**config.mk**
```make
export PLATFORM = sky130hd
export DESIGN_NAME = fp_operand_loader
export DESIGN_NICKNAME = d
export VERILOG_FILES = /design/src/rtl/fp_io_pkg.sv /design/src/rtl/key_debounce.sv /design/src/rtl/fp_operand_loader.sv
export SDC_FILE = /design/constraint.sdc
export NUM_CORES = 1
export LEC_CHECK = 0
export ABC_AREA = 1
export BUFFER_PORTS_ARGS = -buffer_cell sky130_fd_sc_hd__buf_2
export CORE_ASPECT_RATIO = 1.25
export CORE_MARGIN = 2
export CORE_UTILIZATION = 40
export CTS_BUF_LIST = sky130_fd_sc_hd__clkbuf_4 sky130_fd_sc_hd__clkbuf_8
export CTS_CLUSTER_SIZE = 25
export DETAILED_ROUTE_END_ITERATION = 8
export HOLD_SLACK_MARGIN = 0.03
export MAX_ROUTING_LAYER = met4
export PLACE_DENSITY = 0.64
export SLEW_MARGIN = 20
export SYNTH_ARGS = -nofsm -noshare
export SYNTH_HDL_FRONTEND = slang
export SYNTH_SLANG_ARGS = --single-unit
export TNS_END_PERCENT = 20
```
**constraint.sdc**
```tcl
create_clock -name clk -period 2.9 [get_ports clk]
set_input_delay 0.29 -clock clk [delete_from_list [all_inputs] [get_ports clk]]
set_output_delay 0.29 -clock clk [all_outputs]
set_load 0.005 [all_outputs]
```
**src/rtl/fp_io_pkg.sv**
```systemverilog
// Shared definitions for the floating-point adder board I/O front end:
// operand widths, entry-stage encoding and the default debounce interval.
package fp_io_pkg;

  localparam int FP_W             = 32;
  localparam int HALF_W           = 16;
  localparam int DEBOUNCE_DEFAULT = 500000;

  typedef enum logic [1:0] {
    STG_A_LO = 2'd0,
    STG_A_HI = 2'd1,
    STG_B_LO = 2'd2,
    STG_B_HI = 2'd3
  } stage_e;

endpackage

```
**src/rtl/key_debounce.sv**
```systemverilog
// One pushbutton: two-flop synchroniser, stable-interval debounce counter and
// a single-cycle press pulse on the released->pressed transition.
module key_debounce #(
  parameter int DEBOUNCE_CYCLES = 500000,
  parameter int CNT_W           = $clog2(DEBOUNCE_CYCLES + 1)
) (
  input  logic clk,
  input  logic rst_n,
  input  logic key_n,
  output logic press_pulse
);

  logic             key_sync_p0;
  logic             key_sync_p1;
  logic             db_pressed;
  logic [CNT_W-1:0] cnt;
  logic             raw_pressed;

  // Stage p0/p1: raw key synchronisation; reset to the released (high) level
  always_ff @(posedge clk or negedge rst_n) begin
    if (!rst_n) begin
      key_sync_p0 <= 1'b1;
      key_sync_p1 <= 1'b1;
    end else begin
      key_sync_p0 <= key_n;
      key_sync_p1 <= key_sync_p0;
    end
  end

  assign raw_pressed = ~key_sync_p1;

  // Debounce: the level must disagree for DEBOUNCE_CYCLES consecutive cycles to flip
  always_ff @(posedge clk or negedge rst_n) begin
    if (!rst_n) begin
      db_pressed  <= 1'b0;
      cnt         <= '0;
      press_pulse <= 1'b0;
    end else begin
      press_pulse <= 1'b0;
      if (raw_pressed == db_pressed) begin
        cnt <= '0;
      end else if (cnt == CNT_W'(DEBOUNCE_CYCLES - 1)) begin
        db_pressed  <= raw_pressed;
        cnt         <= '0;
        press_pulse <= raw_pressed;
      end else begin
        cnt <= cnt + 1'b1;
      end
    end
  end

endmodule

```
**src/rtl/fp_operand_loader.sv**
```systemverilog
// Operand entry front end: debounced enter/cancel keys walk four half-word
// entries and commit A and B together so the adder never sees a partial operand.
module fp_operand_loader
  import fp_io_pkg::*;
#(
  parameter int DEBOUNCE_CYCLES = DEBOUNCE_DEFAULT
) (
  input  logic        clk,
  input  logic        rst_n,
  input  logic [15:0] SW,
  input  logic [1:0]  KEY,
  output logic [31:0] a,
  output logic [31:0] b,
  output logic        operands_valid,
  output logic [1:0]  stage,
  output logic [15:0] display_word
);

  localparam int CNT_W = $clog2(DEBOUNCE_CYCLES + 1);

  logic              enter_pulse;
  logic              cancel_pulse;
  stage_e            stage_q;
  logic [FP_W-1:0]   a_sh;
  logic [HALF_W-1:0] b_sh;

  key_debounce #(
    .DEBOUNCE_CYCLES(DEBOUNCE_CYCLES),
    .CNT_W          (CNT_W)
  ) u_db_enter (
    .clk        (clk),
    .rst_n      (rst_n),
    .key_n      (KEY[0]),
    .press_pulse(enter_pulse)
  );

  key_debounce #(
    .DEBOUNCE_CYCLES(DEBOUNCE_CYCLES),
    .CNT_W          (CNT_W)
  ) u_db_cancel (
    .clk        (clk),
    .rst_n      (rst_n),
    .key_n      (KEY[1]),
    .press_pulse(cancel_pulse)
  );

  // Entry FSM: cancel takes priority over a coincident enter
  always_ff @(posedge clk or negedge rst_n) begin
    if (!rst_n) begin
      stage_q        <= STG_A_LO;
      a_sh           <= '0;
      b_sh           <= '0;
      a              <= '0;
      b              <= '0;
      operands_valid <= 1'b0;
      display_word   <= '0;
    end else begin
      operands_valid <= 1'b0;
      display_word   <= SW;
      if (cancel_pulse) begin
        stage_q <= STG_A_LO;
        a_sh    <= '0;
        b_sh    <= '0;
      end else if (enter_pulse) begin
        case (stage_q)
          STG_A_LO: begin
            a_sh[HALF_W-1:0] <= SW;
            stage_q          <= STG_A_HI;
          end
          STG_A_HI: begin
            a_sh[FP_W-1:HALF_W] <= SW;
            stage_q             <= STG_B_LO;
          end
          STG_B_LO: begin
            b_sh    <= SW;
            stage_q <= STG_B_HI;
          end
          default: begin
            a              <= a_sh;
            b              <= {SW, b_sh};
            operands_valid <= 1'b1;
            stage_q        <= STG_A_LO;
          end
        endcase
      end
    end
  end

  assign stage = stage_q;

endmodule

```
Word-level counts from Yosys, hierarchy flattened:

Index checks and enable logic that the tools add are counted.

* add/sub/neg operators: 2
* $mul: 0
* div/mod/pow operators: 0
* order comparisons: 0
* eq/ne operators: 6
* shift-type cells: 0
* muxes and demuxes: 21
* bitwise logic cells: 6
* reductions and logical operators: 12

Operator list (number)
* 2-to-1 mux 16 bit: 5
* 2-to-1 mux 19 bit: 4
* 2-to-1 mux 32 bit: 2
* adder 19 x 1 -> 19 bit, second input constant: 2
* equality test 19 bit, second input constant: 2
* AND reduction 2 bit: 5
* nonzero test 2 bit: 4
* 2-to-1 mux 1 bit: 7
* NOT 1 bit: 6
* one-hot mux 2 bit (3 select lines): 1
* 2-to-1 mux 2 bit: 2
* AND reduction 3 bit: 1
* OR reduction 3 bit: 1
* equality test 1 bit: 2
* equality test 2 x 1 -> 1 bit, second input constant: 1
* equality test 2 bit, second input constant: 1
* logical NOT 2 bit: 1

* flip-flop bits (word level): 177
* bits in latches: 0
* memory bits (writable): 0
* memory bits (read-only): 0
* input port bits: 20
* output and inout port bits: 83
* logic and storage cells: 65
* memories: 0

Logic depth before layout (Yosys ltp):

Gate-level depths: netlist (run 1).

* depth after elaboration: 5
* mapped depth: 8
* gate-level depth less buffers: 8

By module:

Synthesis (run 1) repeated with hierarchy kept, for this count alone.

* cell total of the unflattened synthesis: 892
* area total of the unflattened synthesis: 7863.8 um^2

By module, submodules not included
* fp_operand_loader: instances 1, cells an instance 562, area an instance 5306.3 um^2, seq. area each 3278.1 um^2
* key_debounce at u_db_enter: instances 1, cells an instance 182, area an instance 1335.0 um^2, seq. area each 578.1 um^2
* key_debounce at u_db_cancel: instances 1, cells an instance 148, area an instance 1222.4 um^2, seq. area each 578.1 um^2

Least setup slack after synthesis (run 1):

No wires, ideal clock.

* path kind: reg2reg
* start: register u_db_enter.cnt[0]
* end: register u_db_enter.cnt[18]
* library setup time: 119 ps
* arrival time: 1143 ps
* data required time: 2781 ps
* slack: 1638 ps
* stages on the path, launching flop included: 9
* buffers on the path: 0
* period minus slack after synthesis: 1262 ps
* cells stage by stage: dfrtp_1 -> ha_1 -> nand2_1 -> nor2_1 -> nand2_2 -> nor2_1 -> nand3_1 -> nand3_1 -> nor2_1

* word-level cells in the longest chain between the ends: 3
* elaborated cells on any way between the ends: 4
* those cells by class: 1 x add/sub; 1 x eq/ne; 2 x mux

RTL lines
* start: declaration: RTL line key_debounce.sv:16 `logic [CNT_W-1:0] cnt;`
* start signal: assignment: RTL line key_debounce.sv:47 `cnt <= cnt + 1'b1;`
* adder 19 x 1 -> 19 bit or equality test 19 bit (tied branches): RTL line key_debounce.sv:47, key_debounce.sv:42
* 2-to-1 mux 19 bit (*): RTL line key_debounce.sv:42 `end else if (cnt == CNT_W'(DEBOUNCE_CYCLES - 1)) begin`
* 2-to-1 mux 19 bit (*): RTL line key_debounce.sv:40 `if (raw_pressed == db_pressed) begin`

Every way passes the cells marked *; elsewhere a longest branch is shown, timed or not.
A chain may end at the register's enable or synchronous reset.

Final worst setup path (run 1):

* start: register u_db_cancel.press_pulse
* end: register a[15]

* word-level cells in the longest chain between the ends: 2

RTL lines
* start: declaration: RTL line key_debounce.sv:10 `output logic press_pulse`
* start signal: assignment: RTL line key_debounce.sv:45 `press_pulse <= raw_pressed;`
* NOT 1 bit (no source line)
* AND reduction 3 bit (no source line)
* end signal: assignment: RTL line fp_operand_loader.sv:79 `a <= a_sh;`
* end: declaration: RTL line fp_operand_loader.sv:12 `output logic [31:0] a,`

Every way passes these cells.

==> flow_metrics.py, run 1 <==
metrics = {
    "outcome": {
        "run_status": "completed",
    },
    "global_routing": {
        "grt_max_degree": 102,
        "grtUsageMet3": 0.04986,
        "grt_pass1_vias": 5271,
        "met2_usage": 0.2990,
        "grt.busiest_layer": "met2",
        "grtUsageMet1": 0.2078,
        "grt_antenna_before_repair": 0,
        "grt-ovfl-total": 0,
        "grt.total_usage": 0.1769,
        "grt_pass1_wl_um": 26350,
    },
    "synthesis": {
        "synthCells": 799,
        "synth_compound_area_frac": 0.08952,
        "synth_top_area_frac": 0.5923,
        "synthArstFlopShare": 1.000,
        "syn_nets": 825,
        "yosys.area.top_type": "dfrtp_1",
        "synthTopCellsByArea": "dfrtp_1 (59%), nand2_1 (9.0%), o21ai_0 (7.5%), inv_1 (5.2%), nor2_1 (5.0%)",
        "ys.flop_type": "dfrtp_1",
        "yosys.area_share.simple": 0.1965,
        "ys_types": 30,
        "synth_xor_area_frac": 0.02362,
        "synth_area_mm2": 0.007310,
        "seq_area_frac_synth": 0.6066,
        "ys_warn_count": 0,
        "synth.avg_cell_area_um2": 9.148,
        "synth_enable_flop_cells": 0,
        "synth_top_family_by_area": "simple AND/OR/NAND/NOR gates",
        "synth-seq-cells": 177,
        "muxShareOfSynthArea": 0,
        "yosys.area_share.adder": 0.01027,
    },
    "clock_network": {
        "cts_buffers": 17,
        "cts_resized": 0,
        "cts_tree": "yes",
        "clock_path_buffers": 2,
        "htreeDepth": 4,
        "clk_latency_ns": 0.46,
        "cts-root-buf": "clkbuf_8",
        "numClockSinks": 177,
        "clk_pin_slew_ns": 0.10,
    },
    "route": {
        "avgViaCountPerCell": 4.680,
        "drt_pass1_iterations": 5,
        "wl_um": 16040,
        "drtIter0Drc": 372,
        "vias": 5433,
        "avgRoutedWirePerCell_um": 13.82,
        "drtAntennaViolNets": 0,
        "remaining_drc_errors": 0,
    },
    "finish": {
        "layout.cells.non_filler": 1161,
        "antennaDiodeCount": 0,
        "fin_nets": 946,
        "num-fill-cells": 1718,
        "fin_area_mm2": 0.008600,
        "fin_util": 0.4770,
        "areaGrowthSynthToFinish_pct": 17.65,
        "layout-drive-gt1-share": 0.1801,
    },
    "power": {
        "power.total_mw": 4.296,
        "p_switching_mw": 1.027,
        "pwr-share-clk": 0.382,
        "share_comb_of_total_power": 0.037,
        "swShare": 0.2391,
        "max-vdd-ir-drop_v": 0.0002934,
        "power.share.sequential": 0.582,
        "powerDensity_mw_per_mm2": 499.6,
        "internal_power_mw": 3.269,
        "leakage_nw": 4.289,
    },
    "die": {
        "rows": 55,
        "die_area_mm2": 0.01938,
        "die_w_um": 124.9,
        "die_h_um": 155.1,
        "design.core.area_mm2": 0.01803,
        "start_util": 0.4054,
        "ios": 103,
    },
    "sta": {
        "period_needed_ns": 1.816,
        "hold_viol_final": 0,
        "drv_slew": 0,
        "tightest_slew_ns": 0.6206,
        "setup_viol": 0,
        "relSlewSlack": 0.5862,
        "rsz0062_at_grt": "no",
        "finalSetupTns_ns": 0,
        "fmaxAchievable_mhz": 550.8,
        "fin_crit_sh": 0.6260,
        "final.setup_skew_ns": 0.01912,
    },
    "setup_path": {
        "crit_chain": "inv_4 -> nand3_4 -> buf_4 -> nand2_1 -> o21ai_0",
        "slowest_delay_ns": 0.61,
        "path_class": "reg -> reg",
        "start_kind": "flip-flop",
        "r2r_end": "a[15]",
        "r2r_slack_ns": 1.08,
        "cp_top_family": "flip-flops",
        "critical_path.startpoint": "u_db_cancel.press_pulse",
        "worstPathRequired_ns": 3.23,
        "cp_data_arrival_time_ns": 2.14,
        "cp_slowest_cell": "dfrtp_1",
        "regToRegStartpoint": "u_db_cancel.press_pulse",
        "reg2regPathDepth": 5,
        "path_buf_inv": 2,
        "path_max_fanout": 43,
        "endpoint_kind": "flip-flop",
    },
    "placement": {
        "dp_cells": 1110,
        "portBuffers": 102,
        "dpl.hpwl_um": 11430,
        "placed_area_mm2": 0.008029,
        "gp_congestion": 0.8017,
    },
    "run": {
        "drv_cap": 0,
    },
    "hold_path": {
        "hp-class": "in -> async",
    },
}
-- flip-flops by register name, indices dropped and copies added, names as in the netlist --
name	cells
u_db_enter.key_sync_p1	1
u_db_enter.db_pressed	1
u_db_enter.press_pulse	1
u_db_cancel.db_pressed	1
b_sh	16
operands_valid	1
u_db_cancel.key_sync_p1	1
u_db_enter.cnt	19
stage	2
u_db_cancel.key_sync_p0	1
u_db_cancel.cnt	19
b	32
a_sh	32
a	32
u_db_cancel.press_pulse	1
display_word	16
u_db_enter.key_sync_p0	1
-- layer usage --
metal | routed length, um | vias to the layer above
met5 | 0 | -
met4 | 245 | 0
met3 | 799 | 16
met2 | 7894 | 121
met1 | 7100 | 2552
li1 | - | 2744
-- how the worst max path moves through the flow --
stage / slack [ns] / cells past startpoint / to
CTS: 1.07 / 5 / a[15]
detailed placement: 1.10 / 5 / a[15]
global route: 0.94 / 5 / a[15]
floorplan: 1.64 / 8 / u_db_enter.cnt[18]
global placement: 1.16 / 5 / a[27]
finish: 1.08 / 5 / a[15]
-- timing repair --
action | 4_1_cts | 5_1_grt
endpoints found under the setup margin | 0 | 0
hold buffers | 19 | 0
endpoints found under the hold margin | 58 | 0
buffers inserted | 0 | 0
-- cell usage after synthesis, drive strengths merged, types with 2 or more instances --
master,count
dfrtp,173
nand4,7
clkbuf,2
dfstp,4
a21oi,7
nor2,107
nor3,5
inv,105
buf,22
nor3b,2
o21ai,121
nand3,34
xnor2,3
ha,6
nand2,182
xor2,15
-- power by group through the flow --
stage / combinational [mW] / clock, mW / sequential (mW)
5_1_grt: 0.180 / 1.79 / 2.50
2_1_floorplan: 0.0377 / 0 / 2.55
3_3_place_gp: 0.143 / 0 / 2.55
6_report: 0.157 / 1.64 / 2.50
4_1_cts: 0.163 / 1.69 / 2.50
3_5_place_dp: 0.143 / 0 / 2.55
-- metrics by stage --
step / hold WS [ns] / setup slack [ns]
floorplan: -0.005591 / 1.638
detailed placement: 0.2346 / 1.099
CTS: 0.2962 / 1.069
finish: 0.3084 / 1.084
global placement: 0.2367 / 1.158
global route: 0.3097 / 0.9423
-- final cells by class --
cell class,instances,area [um2],area share
Clock buffer,19,255.2,0.02968
Clock inverter,13,125.1,0.01455
Tap cell,228,285.3,0.03317
Inverter,105,396.6,0.04612
Multi-Input combinational cell,493,2346,0.2728
Sequential cell,177,4434,0.5156
Timing Repair Buffer,126,757.0,0.08803
-- placed cells by master, fill, tap and decap left out --
cell type      instances
a21oi_1                7
and3_1                 1
buf_12                 1
buf_2                101
buf_4                  4
buf_6                  1
bufinv_16              1
clkbuf_4               1
clkbuf_8              18
clkinv_2               3
clkinv_4               2
clkinvlp_4             1
dfrtp_1              173
dfstp_2                4
dlygate4sd3_1         19
ha_1                   6
inv_1                102
inv_2                  2
inv_4                  1
inv_6                  5
inv_8                  1
nand2_1              175
nand2_2                7
nand3_1               31
nand3_2                2
nand3_4                1
nand4_1                7
nor2_1                98
nor2_2                 3
nor2_4                 6
nor3_1                 5
nor3b_1                2
o21a_1                 1
o21ai_0              110
o21ai_1               11
o22ai_1                1
or2_2                  1
xnor2_1                1
xnor2_2                2
xor2_1                15
-- cells by family after synthesis --
kind of cell | Yosys count
AOI/OAI and AO/OA | 130
xor gates and xnor gates | 18
DFF | 177
and+or+nand+nor | 339
buffers and inverters | 129
adders and majority gates | 6
No activity file was read; power rests on OpenSTA's default activity.
==> run 2, diff against run 1 <==
clock period = 1.7 ns   (was 2.9 ns; I/O delays follow)
==> flow_metrics.py, run 2 (synthesized netlist as in run 1, its figures left out) <==
metrics = {
    "outcome": {
        "run_status": "completed",
    },
    "sta": {
        "finalSetupTns_ns": 0,
        "fin_ws_ns": 0.2727,
        "period_needed_ns": 1.427,
        "setup_viol": 0,
        "relSlewSlack": 0.6651,
        "fin_crit_sh": 0.8396,
        "rsz0062_at_grt": "no",
        "tightest_slew_ns": 0.5011,
        "hold_viol_final": 0,
        "final.setup_skew_ns": 0.01193,
        "fmaxAchievable_mhz": 700.6,
        "drv_slew": 0,
    },
    "clock_network": {
        "numClockSinks": 177,
        "cts-root-buf": "clkbuf_8",
        "htreeDepth": 4,
        "clk_latency_ns": 0.47,
        "cts_setup_buffers": 0,
        "clk_pin_slew_ns": 0.10,
        "cts_buffers": 17,
        "cts_resized": 0,
        "clock_path_buffers": 2,
        "cts_tree": "yes",
    },
    "die": {
        "start_util": 0.4054,
        "die_area_mm2": 0.01938,
        "die_w_um": 124.9,
        "ios": 103,
        "die_h_um": 155.1,
        "rows": 55,
        "design.core.area_mm2": 0.01803,
    },
    "power": {
        "leakage_nw": 4.368,
        "powerDensity_mw_per_mm2": 864.6,
        "max-vdd-ir-drop_v": 0.0004222,
    },
    "setup_path": {
        "reg2regPathDepth": 8,
        "path_max_fanout": 4,
        "path_class": "reg -> reg",
        "endpoint_kind": "flip-flop",
        "start_kind": "flip-flop",
        "cp_data_arrival_time_ns": 1.78,
        "worstPathRequired_ns": 2.05,
    },
    "placement": {
        "portBuffers": 102,
        "pre_cts_slack_ns": 0.2709,
        "gp_congestion": 0.8818,
        "dpl.hpwl_um": 11610,
    },
    "route": {
        "vias": 5518,
        "remaining_drc_errors": 0,
        "drtIter0Drc": 327,
        "wl_um": 15930,
        "drt_pass1_iterations": 5,
        "avgViaCountPerCell": 4.720,
        "avgRoutedWirePerCell_um": 13.63,
        "drtAntennaViolNets": 0,
    },
    "global_routing": {
        "grt_max_degree": 56,
        "grt.total_usage": 0.1794,
        "grt_antenna_before_repair": 1,
        "grt_pass1_wl_um": 27060,
        "grt-ovfl-total": 0,
        "grt_pass1_vias": 5505,
    },
    "finish": {
        "largest_registers": "a (32), a_sh (32), b (32)",
        "layout-drive-gt1-share": 0.1862,
        "fin_nets": 953,
        "num-fill-cells": 1682,
        "areaGrowthSynthToFinish_pct": 19.98,
        "fin_util": 0.4864,
        "layout_commonest_cell": "nand2_1",
        "final_cell_mix": "nand2_1 (175), dfrtp_1 (173), o21ai_0 (110)",
    },
    "run": {
        "drv_cap": 0,
    },
    "hold_path": {
        "hp-class": "in -> async",
    },
}
==> run 2: final timing paths <==
check	slack, ns	startpoint	to
max	0.27	u_db_enter.cnt[0]	u_db_enter.cnt[14]
min reg2reg	0.37	u_db_enter.key_sync_p0	u_db_enter.key_sync_p1
min	0.20	rst_n	u_db_cancel.cnt[11]
min in group clk	0.35	KEY[0]	u_db_enter.key_sync_p0
max reg2reg	0.27	u_db_enter.cnt[0]	u_db_enter.cnt[14]
max in group asynchronous	0.89	rst_n	a[18]
==> run 2: cell type report <==
type | instances | area (um2) | area share
Sequential cell | 177 | 4434 | 0.5056
Multi-Input combinational cell | 493 | 2346 | 0.2675
Timing Repair Buffer | 133 | 884.6 | 0.1009
Inverter | 105 | 396.6 | 0.04523
Tap cell | 228 | 285.3 | 0.03253
Clock buffer | 17 | 234.0 | 0.02668
Clock inverter | 15 | 186.4 | 0.02126
Antenna cell | 1 | 2.502 | 0.0002853
==> run 2: routing by layer <==
metal,global-route usage,routed length [um],share of wire
met1,0.2061,6759,0.42
met2,0.3060,7923,0.50
met3,0.05021,917,0.058
met4,0.05820,330,0.021
met5,-,0,0
==> run 2: through the flow <==
step	cells	power, mW	area, um2	hold slack (ns)
4_1_cts	1168	7.690	8767	0.2014
5_1_grt	1169	7.915	8770	0.2292
3_5_place_dp	1117	4.598	8157	0.1303
3_3_place_gp	1117	4.597	8157	0.1288
6_report	1169	7.582	8770	0.2024
2_1_floorplan	799	4.412	7310	-0.1256
==> run 2: critical path, stage by stage (launching register included) <==
cell and delay (ns):
dfrtp_1 0.38, ha_1 0.19, nand2_1 0.10, nor2_1 0.17, nand3_1 0.19, nor2_1 0.13, nand2_1 0.05, nand2_1 0.06
nor2_1 0.04
==> run 2: what timing repair did <==
action | 4_1_cts | 5_1_grt
hold endpoints to repair | 200 | 0
endpoints found under the setup margin | 0 | 0
hold buffers | 19 | 0
==> run 2: where the power goes <==
group          leakage, nW  internal, mW  switching [mW]
sequential            2.08          4.25          0.0162
combinational         2.08        0.0966           0.180
clock                0.209          1.38            1.66
==> run 3, diff against run 2 <==
clock period = 1.4 ns   (was 1.7 ns; I/O delays follow)
==> flow_metrics.py, run 3 (synthesized netlist as in run 1, its figures left out) <==
metrics = {
    "finish": {
        "layout_commonest_cell": "nand2_1",
        "layout-drive-gt1-share": 0.2237,
        "final_cell_mix": "nand2_1 (172), dfrtp_1 (171), o21ai_0 (104)",
        "antennaDiodeCount": 0,
        "num-fill-cells": 1698,
        "largest_registers": "a (32), a_sh (32), b (32)",
        "areaGrowthSynthToFinish_pct": 23.88,
        "fin_nets": 974,
        "fin_util": 0.5022,
    },
    "setup_path": {
        "path_class": "reg -> reg",
        "worstPathRequired_ns": 1.76,
        "start_kind": "flip-flop",
        "cp_data_arrival_time_ns": 1.69,
        "endpoint_kind": "flip-flop",
        "path_max_fanout": 4,
    },
    "sta": {
        "setup_viol": 0,
        "period_needed_ns": 1.329,
        "tightest_slew_ns": 0.4281,
        "rsz0062_at_grt": "yes",
        "final.setup_skew_ns": 0.01721,
        "fmaxAchievable_mhz": 752.3,
        "relSlewSlack": 0.7146,
        "fin_crit_sh": 0.9495,
        "drv_slew": 0,
        "hold_viol_final": 0,
    },
    "power": {
        "max-vdd-ir-drop_v": 0.0005780,
        "leakage_nw": 4.480,
        "powerDensity_mw_per_mm2": 1009,
        "power.total_mw": 9.135,
    },
    "global_routing": {
        "grt-ovfl-total": 0,
        "grt_max_degree": 83,
        "grt_antenna_before_repair": 0,
        "grt_pass1_wl_um": 28130,
        "grt_pass1_vias": 5621,
        "grt.total_usage": 0.1882,
    },
    "route": {
        "remaining_drc_errors": 0,
        "vias": 5568,
        "avgRoutedWirePerCell_um": 14.18,
        "drtAntennaViolNets": 0,
        "drt_pass1_iterations": 7,
        "drtIter0Drc": 333,
        "wl_um": 16860,
        "avgViaCountPerCell": 4.683,
    },
    "die": {
        "start_util": 0.4054,
        "rows": 55,
        "design.core.area_mm2": 0.01803,
        "die_w_um": 124.9,
        "die_area_mm2": 0.01938,
        "ios": 103,
        "die_h_um": 155.1,
    },
    "clock_network": {
        "cts_tree": "yes",
        "clk_latency_ns": 0.48,
        "clk_pin_slew_ns": 0.10,
        "numClockSinks": 177,
        "cts_buffers": 17,
        "htreeDepth": 4,
        "cts-root-buf": "clkbuf_8",
        "clock_path_buffers": 2,
    },
    "hold_path": {
        "hp-class": "in -> async",
    },
    "placement": {
        "portBuffers": 102,
        "gp_congestion": 0.8553,
        "dpl.hpwl_um": 11680,
    },
    "run": {
        "drv_cap": 0,
    },
    "outcome": {
        "run_status": "completed",
    },
}
-- run 3: worst max-delay path: stages (launching register included) --
cell	delay, ns
dfrtp_1	0.36
ha_1	0.18
nand2_2	0.09
nor2_4	0.14
nand2_2	0.09
nor2_4	0.15
xor2_1	0.15
nor2_1	0.05
-- run 3: where the power goes --
part / total, mW / internal (mW) / switching [mW]
clock network: 3.59 / 1.49 / 2.09
logic: 0.374 / 0.142 / 0.232
registers: 5.18 / 5.16 / 0.0201
-- run 3: final cells by class --
class | count | area (um2) | area share
multi-input combinational | 493 | 2416 | 0.2668
clock inverter | 15 | 173.9 | 0.01921
clock buffer | 17 | 234.0 | 0.02584
inverter | 105 | 396.6 | 0.04380
timing repair buffer | 154 | 1112 | 0.1228
sequential | 177 | 4437 | 0.4900
tap | 228 | 285.3 | 0.03150
-- run 3: repair_timing --
action                                  in CTS  in global routing
hold buffers                                19                  0
gates resized for setup                      0                 32
hold endpoints to repair                   211                  0
setup buffers                                0                  1
endpoints found under the setup margin       0                 56
-- run 3: per-layer routing --
| metal | global-route usage | vias to the layer above | share of wire |
|---|---|---|---|
| met4 | 0.06878 | 0 | 0.020 |
| met5 | - | - | 0 |
| met2 | 0.3169 | 125 | 0.50 |
| met3 | 0.04298 | 24 | 0.049 |
| li1 | - | 2800 | - |
| met1 | 0.2228 | 2619 | 0.43 |
-- run 3: path summary, 6_finish.rpt --
check	start	cells past startpoint	slack (ns)	endpoint
setup / recovery	u_db_enter.cnt[0]	7	0.07	u_db_enter.cnt[12]
hold / removal	rst_n	2	0.06	b[9]
setup reg to reg	u_db_enter.cnt[0]	7	0.07	u_db_enter.cnt[12]
hold reg to reg	u_db_cancel.key_sync_p0	0	0.36	u_db_cancel.key_sync_p1
max in group asynchronous	rst_n	3	0.65	u_db_cancel.cnt[7]
min in group clk	KEY[0]	2	0.30	u_db_enter.key_sync_p0
-- run 3: stage by stage --
stage / TNS, ns / setup WS (ns) / std cells / cell area, um2 / hold WS, ns
floorplan: 0 / 0.1377 / 799 / 7310 / -0.1556
global placement: 0 / 0.06392 / 1137 / 8369 / -0.008453
detailed placement: 0 / 0.02567 / 1137 / 8369 / -0.008768
CTS: 0 / 0.0002729 / 1188 / 8967 / 0.03737
global route: -0.2623 / -0.07102 / 1189 / 9055 / 0.05097
finish: 0 / 0.07069 / 1189 / 9055 / 0.05906
